<file path="config.mk">
export PLATFORM = sky130hd
export DESIGN_NAME = button_debounce
export DESIGN_NICKNAME = d
export VERILOG_FILES = /design/src/rtl/button_debounce.sv
export SDC_FILE = /design/constraint.sdc
export NUM_CORES = 1
export LEC_CHECK = 0
export BUFFER_PORTS_ARGS = -buffer_cell sky130_fd_sc_hd__buf_2
export CAP_MARGIN = 20
export CORE_ASPECT_RATIO = 2
export CORE_MARGIN = 3
export CORE_UTILIZATION = 55
export DETAILED_ROUTE_END_ITERATION = 8
export PLACE_DENSITY = 0.82
export SLEW_MARGIN = 20
export SYNTH_ARGS = -nofsm -noshare
export SYNTH_HDL_FRONTEND = slang
export SYNTH_SLANG_ARGS = --single-unit
</file>
<file path="constraint.sdc">
create_clock -name clk -period 1.71 [get_ports clk]
set_input_delay 0.342 -clock clk [delete_from_list [all_inputs] [get_ports clk]]
set_output_delay 0.342 -clock clk [all_outputs]
set_load 0.02 [all_outputs]
</file>
<file path="src/rtl/button_debounce.sv">
// Debounces raw active-low button pins: two-flop synchronizer, per-channel
// stability counter, and one-cycle press/release pulses.
module button_debounce #(
    parameter int N               = 8,
    parameter int DEBOUNCE_CYCLES = 48000,
    parameter int CNT_W           = 16
) (
    input  logic         clk,
    input  logic         rst_n,
    input  logic [N-1:0] btn_raw,
    output logic [N-1:0] btn,
    output logic [N-1:0] pressed,
    output logic [N-1:0] released
);

    localparam logic [CNT_W-1:0] CNT_MAX = CNT_W'(DEBOUNCE_CYCLES - 1);

    logic [N-1:0] r_sync1;
    logic [N-1:0] r_sync2;

    // Synchronizer resets to "released" so a held button reads as a fresh press.
    always_ff @(posedge clk) begin
        if (!rst_n) begin
            r_sync1 <= '1;
            r_sync2 <= '1;
        end else begin
            r_sync1 <= btn_raw;
            r_sync2 <= r_sync1;
        end
    end

    genvar gi;
    generate
        for (gi = 0; gi < N; gi = gi + 1) begin : g_chan
            logic [CNT_W-1:0] r_cnt;
            logic             r_btn;
            logic             r_pressed;
            logic             r_released;
            logic             w_differs;
            logic             w_stable;

            assign w_differs = (r_sync2[gi] != r_btn);
            assign w_stable  = (r_cnt == CNT_MAX);

            // Any cycle of agreement restarts the count; the counter stops at
            // CNT_MAX because reaching it always flips the state and clears it.
            always_ff @(posedge clk) begin
                if (!rst_n) begin
                    r_cnt      <= '0;
                    r_btn      <= 1'b1;
                    r_pressed  <= 1'b0;
                    r_released <= 1'b0;
                end else begin
                    r_pressed  <= 1'b0;
                    r_released <= 1'b0;
                    if (!w_differs) begin
                        r_cnt <= '0;
                    end else if (w_stable) begin
                        r_cnt      <= '0;
                        r_btn      <= r_sync2[gi];
                        r_pressed  <= ~r_sync2[gi];
                        r_released <= r_sync2[gi];
                    end else begin
                        r_cnt <= r_cnt + 1'b1;
                    end
                end
            end

            assign btn[gi]      = r_btn;
            assign pressed[gi]  = r_pressed;
            assign released[gi] = r_released;
        end
    endgenerate

endmodule

</file>
-- Word level (Yosys, flattened, before mapping)
Cells that the tools add are included.
Widths: inputs -> output; s select.
- bits in registers: 168
- input port bits: 10
- output and inout bits: 24
- word-level logic and storage cells: 99
- $add $sub $neg: 8
- equal/unequal tests: 16
- bitwise operators: 17
- reduce and logical (&&, ||, !) cells: 24
- operator list (operator ; number):
    $add 16x1->16 const B ; 8
    $eq 16x16->1 const B ; 8
    $reduce_and 3->1 ; 8
    $reduce_or 3->1 ; 8
    $not 1->1 ; 17
    $reduce_and 2->1 ; 8
    $ne 1x1->1 ; 8

-- Logic depth before layout (Yosys ltp)
- depth after elaboration: 3
- gate-level depth with buffers: 7

-- Least setup slack after synthesis
No wires, ideal clock.
- path type: register -> register
- start: reg g_chan[7].r_cnt[7]
- end: reg g_chan[7].r_cnt[14]
- data arrival time: 1.631 ns
- path slack: -0.036 ns
- cell stages (with the launch flop): 7
- path buffers: 2
- path through: dfxtp_1 or4b_1 nor4_2 or3_1 buf_6 buf_12 nor2_1
- longest elaborated chain between the ends: 2
- elaborated cells on any way between the ends: 3
- RTL lines (what ; line ; source):
    start: declaration ; 35 ; logic [CNT_W-1:0] r_cnt;
    start signal: assignment ; 64 ; r_cnt <= r_cnt + 1'b1;
    branches (longest 2 deep; another with $add 16x1->16) ; - ;
Parallel ways; which one is timed is not known.
A chain may end at the register's enable or synchronous reset.

-- Worst setup path after layout
- start: reg g_chan[0].r_cnt[14]
- end: reg g_chan[0].r_btn
- longest elaborated chain between the ends: 2
- RTL lines (what ; line ; source):
    start: declaration ; 35 ;
    start signal: assignment ; 64 ;
    $eq 16x16->1 ; 43 ; assign w_stable = (r_cnt == CNT_MAX);
    $reduce_and 2->1 (no line) ; - ;
    end signal: assignment ; 60 ; r_btn <= r_sync2[gi];
    end: declaration ; 36 ; logic r_btn;
Every way passes these cells.

==> impl_metrics.csv <==
group,metric,value,unit
timing,finalMaxSlewViolations,0,
critical_path,crit_required,2.01,ns
synthesis,ys_async_sr_fraction,0,%
synthesis,ys_warn_count,0,
placement,io_buffers,33,
floorplan,initial_core_util,56.4,%
timing,hold_viol,0,
timing,rsz0062_at_grt,"yes",
critical_path,r2r-end,"g_chan[0].r_btn",
finish,final_cell_mix,"dfxtp_1, nor2_1, xnor2_1",
synthesis,ys_seq_area_share,47.5,%
min_path,hold_depth,2,
grt,grt_pass1_wl,23700,um
finish,n_fill_cell,958,
route,viasPerCell,5.44,
job,cap_violations,0,
synthesis,synth.avg_cell_area,9.06,sq um
clock_tree,clock_sinks,168,
synthesis,synth_top_area_share,47.5,%
route,dr.pass1.iters,4,
route,ant_nets,0,
finish,fin_nets,871,
clock_tree,cts_root_buffer,"clkbuf_16",
grt,grt_max_degree,24,
finish,layout-drive-gt1-share,19.2,%
outcome,outcome,"completed",
finish,post-route-util,67.1,%
placement,gp_congestion,0.914,
clock_tree,cts_tree,"built",
timing,worst_pin_slew,0.494,ns
placement,dp_slack,-0.0377,ns
critical_path,worst_setup_path_end_kind,"flip-flop",
route,drc,0,
synthesis,synth.cell_area,0.00708,sq mm
synthesis,synth_edf_count,0,
route,dr_total_vias,5532,
min_path,min_from,"btn_raw[1]",
critical_path,ff2ff_setup_slack,0.04,ns
critical_path,r2r_cells,5,
synthesis,synth.area.top_cells,"dfxtp_1, xnor2_1, nor2_1, nand4_1, xor2_1",
placement,dpl_cell_area,0.00764,sq mm
synthesis,ys_ff_latch,168,
floorplan,die_x,86.2,um
critical_path,worst-setup-path-type,"flip-flop to flip-flop",
timing,fmax,599,MHz
critical_path,worstPathArrival,1.97,ns
grt,grt.overflow.total,0,
floorplan,rows,58,
synthesis,syn_inst,781,
timing,min_period,1.67,ns
clock_tree,cts_made_buffers,17,
synthesis,dominantRegCellSynth,"dfxtp_1",
timing,timing.max_slew.rel_slack,66.8,%
clock_tree,clk_pin_slew,0.06,ns
grt,antenna_found_initial,1,
pwr,p_per_area,934,mW/mm^2
floorplan,die_y,166,um
floorplan,core,0.0126,sq mm
min_path,hp-class,"input port to flip-flop",
clock_tree,htreeDepth,4,
finish,layout_commonest_cell,"dfxtp_1",
finish,syn2layout_area_growth,19.0,%
grt,grt_use_total,20.1,%
synthesis,yosys.area.top_type,"dfxtp_1",
timing,finalCritPeriodShare,97.7,%
timing,setup_violations,0,
min_path,holdPathEnd,"r_sync1[1]",
grt,grt_pass1_vias,5518,
finish,antenna_cells,0,
critical_path,startpoint_type,"flip-flop",
route,wl_per_cell,13.6,um
floorplan,pin_count,34,
critical_path,cp_max_fo,2,
route,drt_wl_total,13900,um
finish,design_area,0.00842,sq mm
pwr,vdd_drop_max,717,uV
timing,finClkSkew,0.0103,ns
placement,dp_hpwl,9630,um
timing,setup_slack,0.0392,ns
synthesis,yosysUniqueCellTypes,37,
critical_path,r2r-start,"g_chan[0].r_cnt[14]",
pwr,p_leak,2.75,nW
floorplan,die-area,0.0143,sq mm
synthesis,syn_nets,799,
clock_tree,clockBufferDepth,2,
route,drt-initial-drc-count,309,
clock_tree,clk_latency,0.42,ns
## flip-flops by register name, indices dropped and copies added (netlist names)
register,count
r_sync1,8
g_chan.r_released,8
r_sync2,8
g_chan.r_pressed,8
g_chan.r_btn,8
g_chan.r_cnt,128
## routing by layer
layer  wire, um  part of all wire (%)  up-vias  track usage [%]
met2       7470                    54      115             36.5
met3        552                   4.0       42             5.05
met1       5380                    39     2613             21.0
li1           -                     -     2760                -
met4        446                   3.2        2             9.50
met5         13                 0.094        -                0
## worst max-delay path by stage
stage / startpoint / to / slack (ns) / cells past startpoint
6_report: g_chan[0].r_cnt[14] / g_chan[0].r_btn / 0.04 / 5
5_1_grt: g_chan[0].r_cnt[14] / g_chan[0].r_btn / -0.06 / 5
4_1_cts: g_chan[6].r_cnt[14] / g_chan[6].r_btn / 0.005 / 5
3_5_place_dp: g_chan[6].r_cnt[1] / g_chan[6].r_cnt[8] / -0.04 / 5
3_3_place_gp: g_chan[6].r_cnt[1] / g_chan[6].r_cnt[6] / 0.01 / 5
2_1_floorplan: g_chan[5].r_cnt[0] / g_chan[5].r_cnt[15] / 0.001 / 6
## cell families (layout without fill, tap and decap cells)
group	count (synthesis)	after routing	synth area share, %
xor gates and xnor gates	115	115	14.2
adders and majority gates	8	8	1.41
muxes	6	6	0.849
and+or+nand+nor	394	394	28.5
buffers and inverters	76	161	6.19
AOI/OAI and AO/OA	14	14	1.27
DFF	168	168	47.5
## through the flow
step                hold slack (ns)  TNS [ns]  std cells  total power [mW]
finish                        0.106         0       1016              7.86
global route                 0.0922    -0.156       1016              8.10
CTS                          0.0917         0       1012              7.93
detailed placement            0.393    -0.344        978              4.15
global placement              0.394         0        978              4.15
floorplan                     0.386         0        781              4.11
## final cells by class
type                       instances  area (sq um)  area share (%)
clock buffer                      22           474            5.63
sequential                       168          3370            40.1
inverter                          33           124            1.47
timing repair buffer              96           713            8.47
multi-input combinational        537          3430            40.7
clock inverter                    10           119            1.41
tap                              150           188            2.23
## where the power goes
group          switching, mW  internal (mW)  total, mW
clock                   1.52           2.27       3.79
combinational         0.0626         0.0537      0.116
sequential            0.0153           3.94       3.95
## cells in the mapped netlist (8+ instances only)
cell type	count
xnor2_1	90
inv_1	33
nor3_1	23
nand2_1	42
nor4_1	31
nand3_1	41
nand2b_1	16
nor3b_1	12
xor2_1	25
buf_4	29
ha_1	8
nor2_1	143
dfxtp_1	168
nand4_1	39
or3_1	11
## timing repair
item / CTS / global route
gates resized for setup: 4 / 29
endpoints found under the setup margin: 16 / 86
endpoints found under the hold margin: 0 / 0
hold buffers: 0 / 0
buffers inserted: 2 / 4
pin swaps: 1 / 8
## worst max-delay path, cell delays in order (launching register included)
cell	delay, ns
dfxtp_2	0.32
or4b_4	0.54
nor4_4	0.27
buf_4	0.16
mux2i_2	0.21
nand2_1	0.07
Note: power is estimated with default switching activity, not from simulation.
